[src/rtl/axis_fifo_pkg.sv]
// Purpose    : shared defaults and elaboration helpers for the axis_fifo stream buffer.
// Latency    : n/a (package only).
// Backpressure: n/a (package only).
package axis_fifo_pkg;

    // Defaults used by the buffer and its stream interface.
    localparam int AXIS_DEF_TDATA_WIDTH = 32;
    localparam int AXIS_DEF_DEPTH       = 4;

    // The circular buffer relies on pointers wrapping naturally, so DEPTH
    // must be a power of two; a single entry would just be a register slice.
    function automatic bit depth_is_legal(input int depth);
        return (depth >= 2) && ((depth & (depth - 1)) == 0);
    endfunction

endpackage : axis_fifo_pkg

[src/rtl/axis_if.sv]
// Purpose    : minimal AXI-Stream bundle (tvalid / tdata / tready).
// Latency    : n/a (wires only).
// Backpressure: tready driven by the sink, honoured by the source.
// Ports      : master drives tvalid/tdata and samples tready; slave is the mirror.
interface axis_if #(
    parameter int TDATA_WIDTH = axis_fifo_pkg::AXIS_DEF_TDATA_WIDTH
);
    logic                   tvalid;
    logic [TDATA_WIDTH-1:0] tdata;
    logic                   tready;

    modport master (output tvalid, output tdata, input  tready);
    modport slave  (input  tvalid, input  tdata, output tready);
endinterface : axis_if

[src/rtl/axis_fifo.sv]
// Purpose    : DEPTH-entry AXI-Stream FIFO with single-cycle flush and occupancy count.
// Latency    : 1 cycle from upstream accept to downstream valid; no bypass path.
// Backpressure: sif.tready = not full, from registered count only (no mif.tready path).
// Ports      : clk, rst (async, active-high), sif (upstream slave), mif (downstream
//              master), invalidate (flush, drops stored and same-cycle beats),
//              count (stored beats, 0..DEPTH).
module axis_fifo
    import axis_fifo_pkg::*;
#(
    parameter  int TDATA_WIDTH = AXIS_DEF_TDATA_WIDTH,
    parameter  int DEPTH       = AXIS_DEF_DEPTH,
    localparam int CNT_WIDTH   = $clog2(DEPTH + 1)
) (
    input  logic                 clk,
    input  logic                 rst,
    axis_if.slave                sif,
    axis_if.master               mif,
    input  logic                 invalidate,
    output logic [CNT_WIDTH-1:0] count
);

    localparam int PTR_W = $clog2(DEPTH);

    if (!depth_is_legal(DEPTH)) begin : g_bad_depth
        $error("axis_fifo: DEPTH must be a power of two and at least 2");
    end

    localparam logic [CNT_WIDTH-1:0] FULL_CNT = CNT_WIDTH'(DEPTH);

    logic [PTR_W-1:0]       wr_ptr_q, wr_ptr_d;
    logic [PTR_W-1:0]       rd_ptr_q, rd_ptr_d;
    logic [CNT_WIDTH-1:0]   count_q,  count_d;
    logic [TDATA_WIDTH-1:0] mem_q [DEPTH];

    logic push;
    logic pop;
    logic out_vld;

    // Ready comes from the registered count alone, so a full buffer cannot
    // accept in the same cycle it pops; this keeps the upstream ready timing
    // independent of the downstream sink.
    assign sif.tready = (count_q != FULL_CNT);

    // A flush hides the head beat in the same cycle so nothing can pop.
    assign out_vld    = (count_q != '0) && !invalidate;
    assign mif.tvalid = out_vld;
    assign mif.tdata  = mem_q[rd_ptr_q];
    assign count      = count_q;

    assign push = sif.tvalid && sif.tready;
    assign pop  = out_vld && mif.tready;

    always_comb begin
        wr_ptr_d = wr_ptr_q;
        rd_ptr_d = rd_ptr_q;
        count_d  = count_q;
        if (invalidate) begin
            // Any beat accepted this cycle is dropped: wr_ptr stays put and
            // the read side jumps onto it, leaving the buffer empty.
            rd_ptr_d = wr_ptr_q;
            count_d  = '0;
        end else begin
            if (push) begin
                wr_ptr_d = wr_ptr_q + PTR_W'(1);
            end
            if (pop) begin
                rd_ptr_d = rd_ptr_q + PTR_W'(1);
            end
            unique case ({push, pop})
                2'b10:   count_d = count_q + CNT_WIDTH'(1);
                2'b01:   count_d = count_q - CNT_WIDTH'(1);
                default: count_d = count_q;
            endcase
        end
    end

    always_ff @(posedge clk or posedge rst) begin
        if (rst) begin
            wr_ptr_q <= '0;
            rd_ptr_q <= '0;
            count_q  <= '0;
        end else begin
            wr_ptr_q <= wr_ptr_d;
            rd_ptr_q <= rd_ptr_d;
            count_q  <= count_d;
        end
    end

    // Payload storage is deliberately not reset; only pointers and count
    // define which entries are meaningful.
    always_ff @(posedge clk) begin
        if (push && !invalidate) begin
            mem_q[wr_ptr_q] <= sif.tdata;
        end
    end

endmodule : axis_fifo

[src/flat_wrapper.sv]
// flat-port wrapper written by rule: the top's interface ports become plain ports
module axis_fifo_flat import axis_fifo_pkg::*;
#(
    parameter  int TDATA_WIDTH = AXIS_DEF_TDATA_WIDTH,
    parameter  int DEPTH       = AXIS_DEF_DEPTH,
    localparam int CNT_WIDTH   = $clog2(DEPTH + 1)
)
  (clk, rst, invalidate, count, sif_tvalid, sif_tdata, sif_tready, mif_tvalid, mif_tdata, mif_tready);
  axis_if #(.TDATA_WIDTH(TDATA_WIDTH)) sif_i ();
  axis_if #(.TDATA_WIDTH(TDATA_WIDTH)) mif_i ();
  input  logic clk;
  input  logic rst;
  input  logic invalidate;
  output logic [CNT_WIDTH-1:0] count;
  input wire logic [$bits(sif_i.tvalid)-1:0] sif_tvalid;
  input wire logic [$bits(sif_i.tdata)-1:0] sif_tdata;
  output wire logic [$bits(sif_i.tready)-1:0] sif_tready;
  output wire logic [$bits(mif_i.tvalid)-1:0] mif_tvalid;
  output wire logic [$bits(mif_i.tdata)-1:0] mif_tdata;
  input wire logic [$bits(mif_i.tready)-1:0] mif_tready;
  assign sif_i.tvalid = sif_tvalid;
  assign sif_i.tdata = sif_tdata;
  assign sif_tready = sif_i.tready;
  assign mif_tvalid = mif_i.tvalid;
  assign mif_tdata = mif_i.tdata;
  assign mif_i.tready = mif_tready;
  axis_fifo #(.TDATA_WIDTH(TDATA_WIDTH), .DEPTH(DEPTH)) u_core (.clk(clk), .rst(rst), .sif(sif_i), .mif(mif_i), .invalidate(invalidate), .count(count));
endmodule
[config.mk]
export PLATFORM = sky130hd
export DESIGN_NAME = axis_fifo_flat
export DESIGN_NICKNAME = d
export VERILOG_FILES = /design/src/rtl/axis_fifo_pkg.sv /design/src/rtl/axis_if.sv /design/src/rtl/axis_fifo.sv /design/src/flat_wrapper.sv
export SDC_FILE = /design/constraint.sdc
export NUM_CORES = 1
export LEC_CHECK = 0
export CELL_PAD_IN_SITES_DETAIL_PLACEMENT = 0
export CELL_PAD_IN_SITES_GLOBAL_PLACEMENT = 1
export CORE_MARGIN = 2
export CORE_UTILIZATION = 40
export DETAILED_ROUTE_END_ITERATION = 6
export DONT_BUFFER_PORTS = 1
export GPL_TIMING_DRIVEN = 0
export HOLD_SLACK_MARGIN = 0.1
export PLACE_DENSITY_LB_ADDON = 0.1
export SLEW_MARGIN = 10
export SYNTH_ARGS = -nofsm -noshare
export SYNTH_HDL_FRONTEND = slang
export SYNTH_SLANG_ARGS = --single-unit
[constraint.sdc]
create_clock -name clk -period 2.5 [get_ports clk]
set_input_delay 0.25 -clock clk [delete_from_list [all_inputs] [get_ports clk]]
set_output_delay 0.25 -clock clk [all_outputs]
set_load 0.05 [all_outputs]
==> results.tsv <==
metric	value	unit
grt_util_all_layers	14.5	%
yosysTopAreaCellShare	72.9	%
hold_path_class	input port to register	
post-route-drc-count	0	
synth.net_count	275	
fp.dieH	119	um
rsz0062_at_grt	false	
leakagePower	2.15	nW
via_per_inst	5.07	
top_level_ports	74	
cts_tree	yes	
placed_cell_area	0.00560	mm^2
die_w	119	um
num_rows	41	
coreArea	0.0127	mm^2
nNetsFinal	331	
netlist_area	0.00527	mm^2
fin_tns_setup	0	ns
grt_max_degree	27	
place.gp.congestion	0.689	
drt_iter0_markers	168	
crit_type	register to register	
drt_first_pass_iters	4	
grt_pass1_vias	2593	
cts_buffers	17	
wl_per_cell	20.2	um
area.sequential	0.00402	mm^2
fin_crit_sh	93.2	%
synth_flop_cell	edfxtp_1	
drv_slew	0	
p_seq_share	37.0	%
port-buffer-count	0	
yosys-top-cells-area	edfxtp_1 (73%), mux4_2 (12%), dfrtp_1 (3.3%)	
yosysUniqueCellTypes	35	
max-slew-margin-rel	63.3	%
synth_edf_count	128	
ir_drop	479	uV
worst_setup_path_start_kind	register	
synth_top_cell_by_area	edfxtp_1	
endpoint_kind	register	
multi_input_area	0.00111	mm^2
drtAntennaViolNets	0	
p_clk_share	31.5	%
required	2.82	ns
cts_sinks	135	
antenna_found_initial	0	
layout-drive-gt1-share	28.5	%
grt_pass1_wl	14.9	mm
pwr-share-comb	31.5	%
htreeDepth	4	
p_sw	2.62	mW
status	complete, no violations	
clk_path_buf_depth	2	
dp_hpwl	5.81	mm
setup_viol	0	
crit_arrival	2.65	ns
start_util	41.4	%
finalCriticalPeriod	2.33	ns
avgSynthCellArea	22.6	um^2
hold_viol	0	
max_freq	429	MHz
num-fill-cells	1071	
yosysWarnings	0	
synth_cells	233	
p_sw_share	34.3	%
worstPathMaxFanout	10	
final_cell_area	0.00650	mm^2
grt_overflow_total	0	
worst_slew_pin_slew	0.550	ns
die-area	0.0141	mm^2
diodes	0	
ys_async_sr_fraction	5.19	%
vias	2404	
area_growth	23.3	%
fin_worst_skew	0.00516	ns
wl	9.55	mm
rrSetupSlack	0.17	ns
power_density	1170	mW/mm^2
ys_ff_latch	135	
ys_seq_area_share	76.2	%
path_clk_slew	0.06	ns
drv_cap	0	
cts_setup_buffers	0	
root_buffer	clkbuf_16	
clk_latency	0.41	ns
p_int	5.01	mW
## metal layers
layer  vias to the layer above  track usage, %  part of all wire (%)
met5                         -               0                     0
met2                        62            22.5                    49
met1                      1247            18.1                    43
met3                        12            5.84                   6.1
met4                         0            6.47                   1.5
li1                       1083               -                     -
## kinds of logic (layout without fill, tap and decap cells)
logic type                 Yosys count  after routing  synth area share (%)
xor gates and xnor gates             4              4                 0.665
AOI/OAI and AO/OA                   14             14                  2.37
DFF                                135            135                  76.2
adders and majority gates            5              5                  1.33
and+or+nand+nor                     21             21                  2.21
buffers and inverters               20             89                  2.82
muxes                               34             34                  14.4
## layout make-up
type	count	area share (%)
inverters	6	0.346
plain buffers	14	1.94
well taps	172	3.31
clock buffers	20	6.72
repair buffers	37	6.66
flip-flops and latches	135	61.9
clock inverters	12	2.06
multi-input cells	78	17.1
## cells in the final DEF (no fill, tap or decap), types with 5 or more instances in the layout
cell type      Yosys  final
edfxtp_1         128    128
dlygate4sd3_1      0     33
mux4_2            28     28
clkbuf_16          0     17
buf_2              8      8
inv_1              6      6
clkinv_2           0      5
dfrtp_1            7      5
## cell usage after synthesis (3+ instances only)
cell type / count
edfxtp_1: 128
mux4_2: 28
buf_2: 8
inv_1: 6
nand3_1: 4
ha_1: 4
and2_1: 4
mux4_1: 4
nand2_1: 4
buf_12: 3
dfrtp_1: 7
## state kept, by name, indices dropped and copies added (netlist names)
signal,count
u_core.count,3
u_core.wr_ptr_q,2
u_core.mem_q,128
u_core.rd_ptr_q,2
## worst max-delay path: stages, from the launching register on
cell and delay [ns]:
dfrtp_1 0.57, buf_2 0.30, o31ai_2 0.26, a211oi_1 0.10, fa_1 0.46, nor3_1 0.16
o221ai_1 0.15, a41oi_1 0.24
## path summary, 6_finish.rpt
| kind | startpoint | to | cells past startpoint |
|---|---|---|---|
| max reg2reg | u_core.count[2] | u_core.count[2] | 7 |
| min reg2reg | u_core.wr_ptr_q[0] | u_core.rd_ptr_q[0] | 2 |
| min in group asynchronous | rst | u_core.count[2] | 2 |
| min | invalidate | u_core.count[0] | 2 |
| max | u_core.count[2] | u_core.count[2] | 7 |
| max in group asynchronous | rst | u_core.count[1] | 2 |
## power by group through the flow
stage               clock [mW]  sequential [mW]  combinational [mW]
detailed placement           0             2.87                2.39
finish                    2.40             2.82                2.40
global placement             0             2.87                2.33
floorplan                    0             2.85                2.04
global route              2.57             2.84                2.53
CTS                       2.46             2.82                2.46
## per-stage QoR
step | util, % | setup slack, ns | hold slack (ns) | power, mW | cells
after floorplan | - | 0.0780 | 0.0534 | 4.89 | 233
after global placement | 43.1 | -0.764 | 0.107 | 5.20 | 405
after detailed placement | 44.0 | 0.0810 | 0.113 | 5.26 | 409
after CTS | 51.1 | 0.0328 | 0.126 | 7.74 | 474
after global routing | 51.1 | 0.0250 | 0.149 | 7.94 | 474
final | 51.1 | 0.171 | 0.141 | 7.62 | 474
## repair_timing
item | in CTS | in global routing
hold buffers | 33 | 0
resized for setup | 0 | 3
endpoints found under the setup margin | 0 | 53
hold endpoints to repair | 135 | 0
Power figures use the tool's default switching activity.
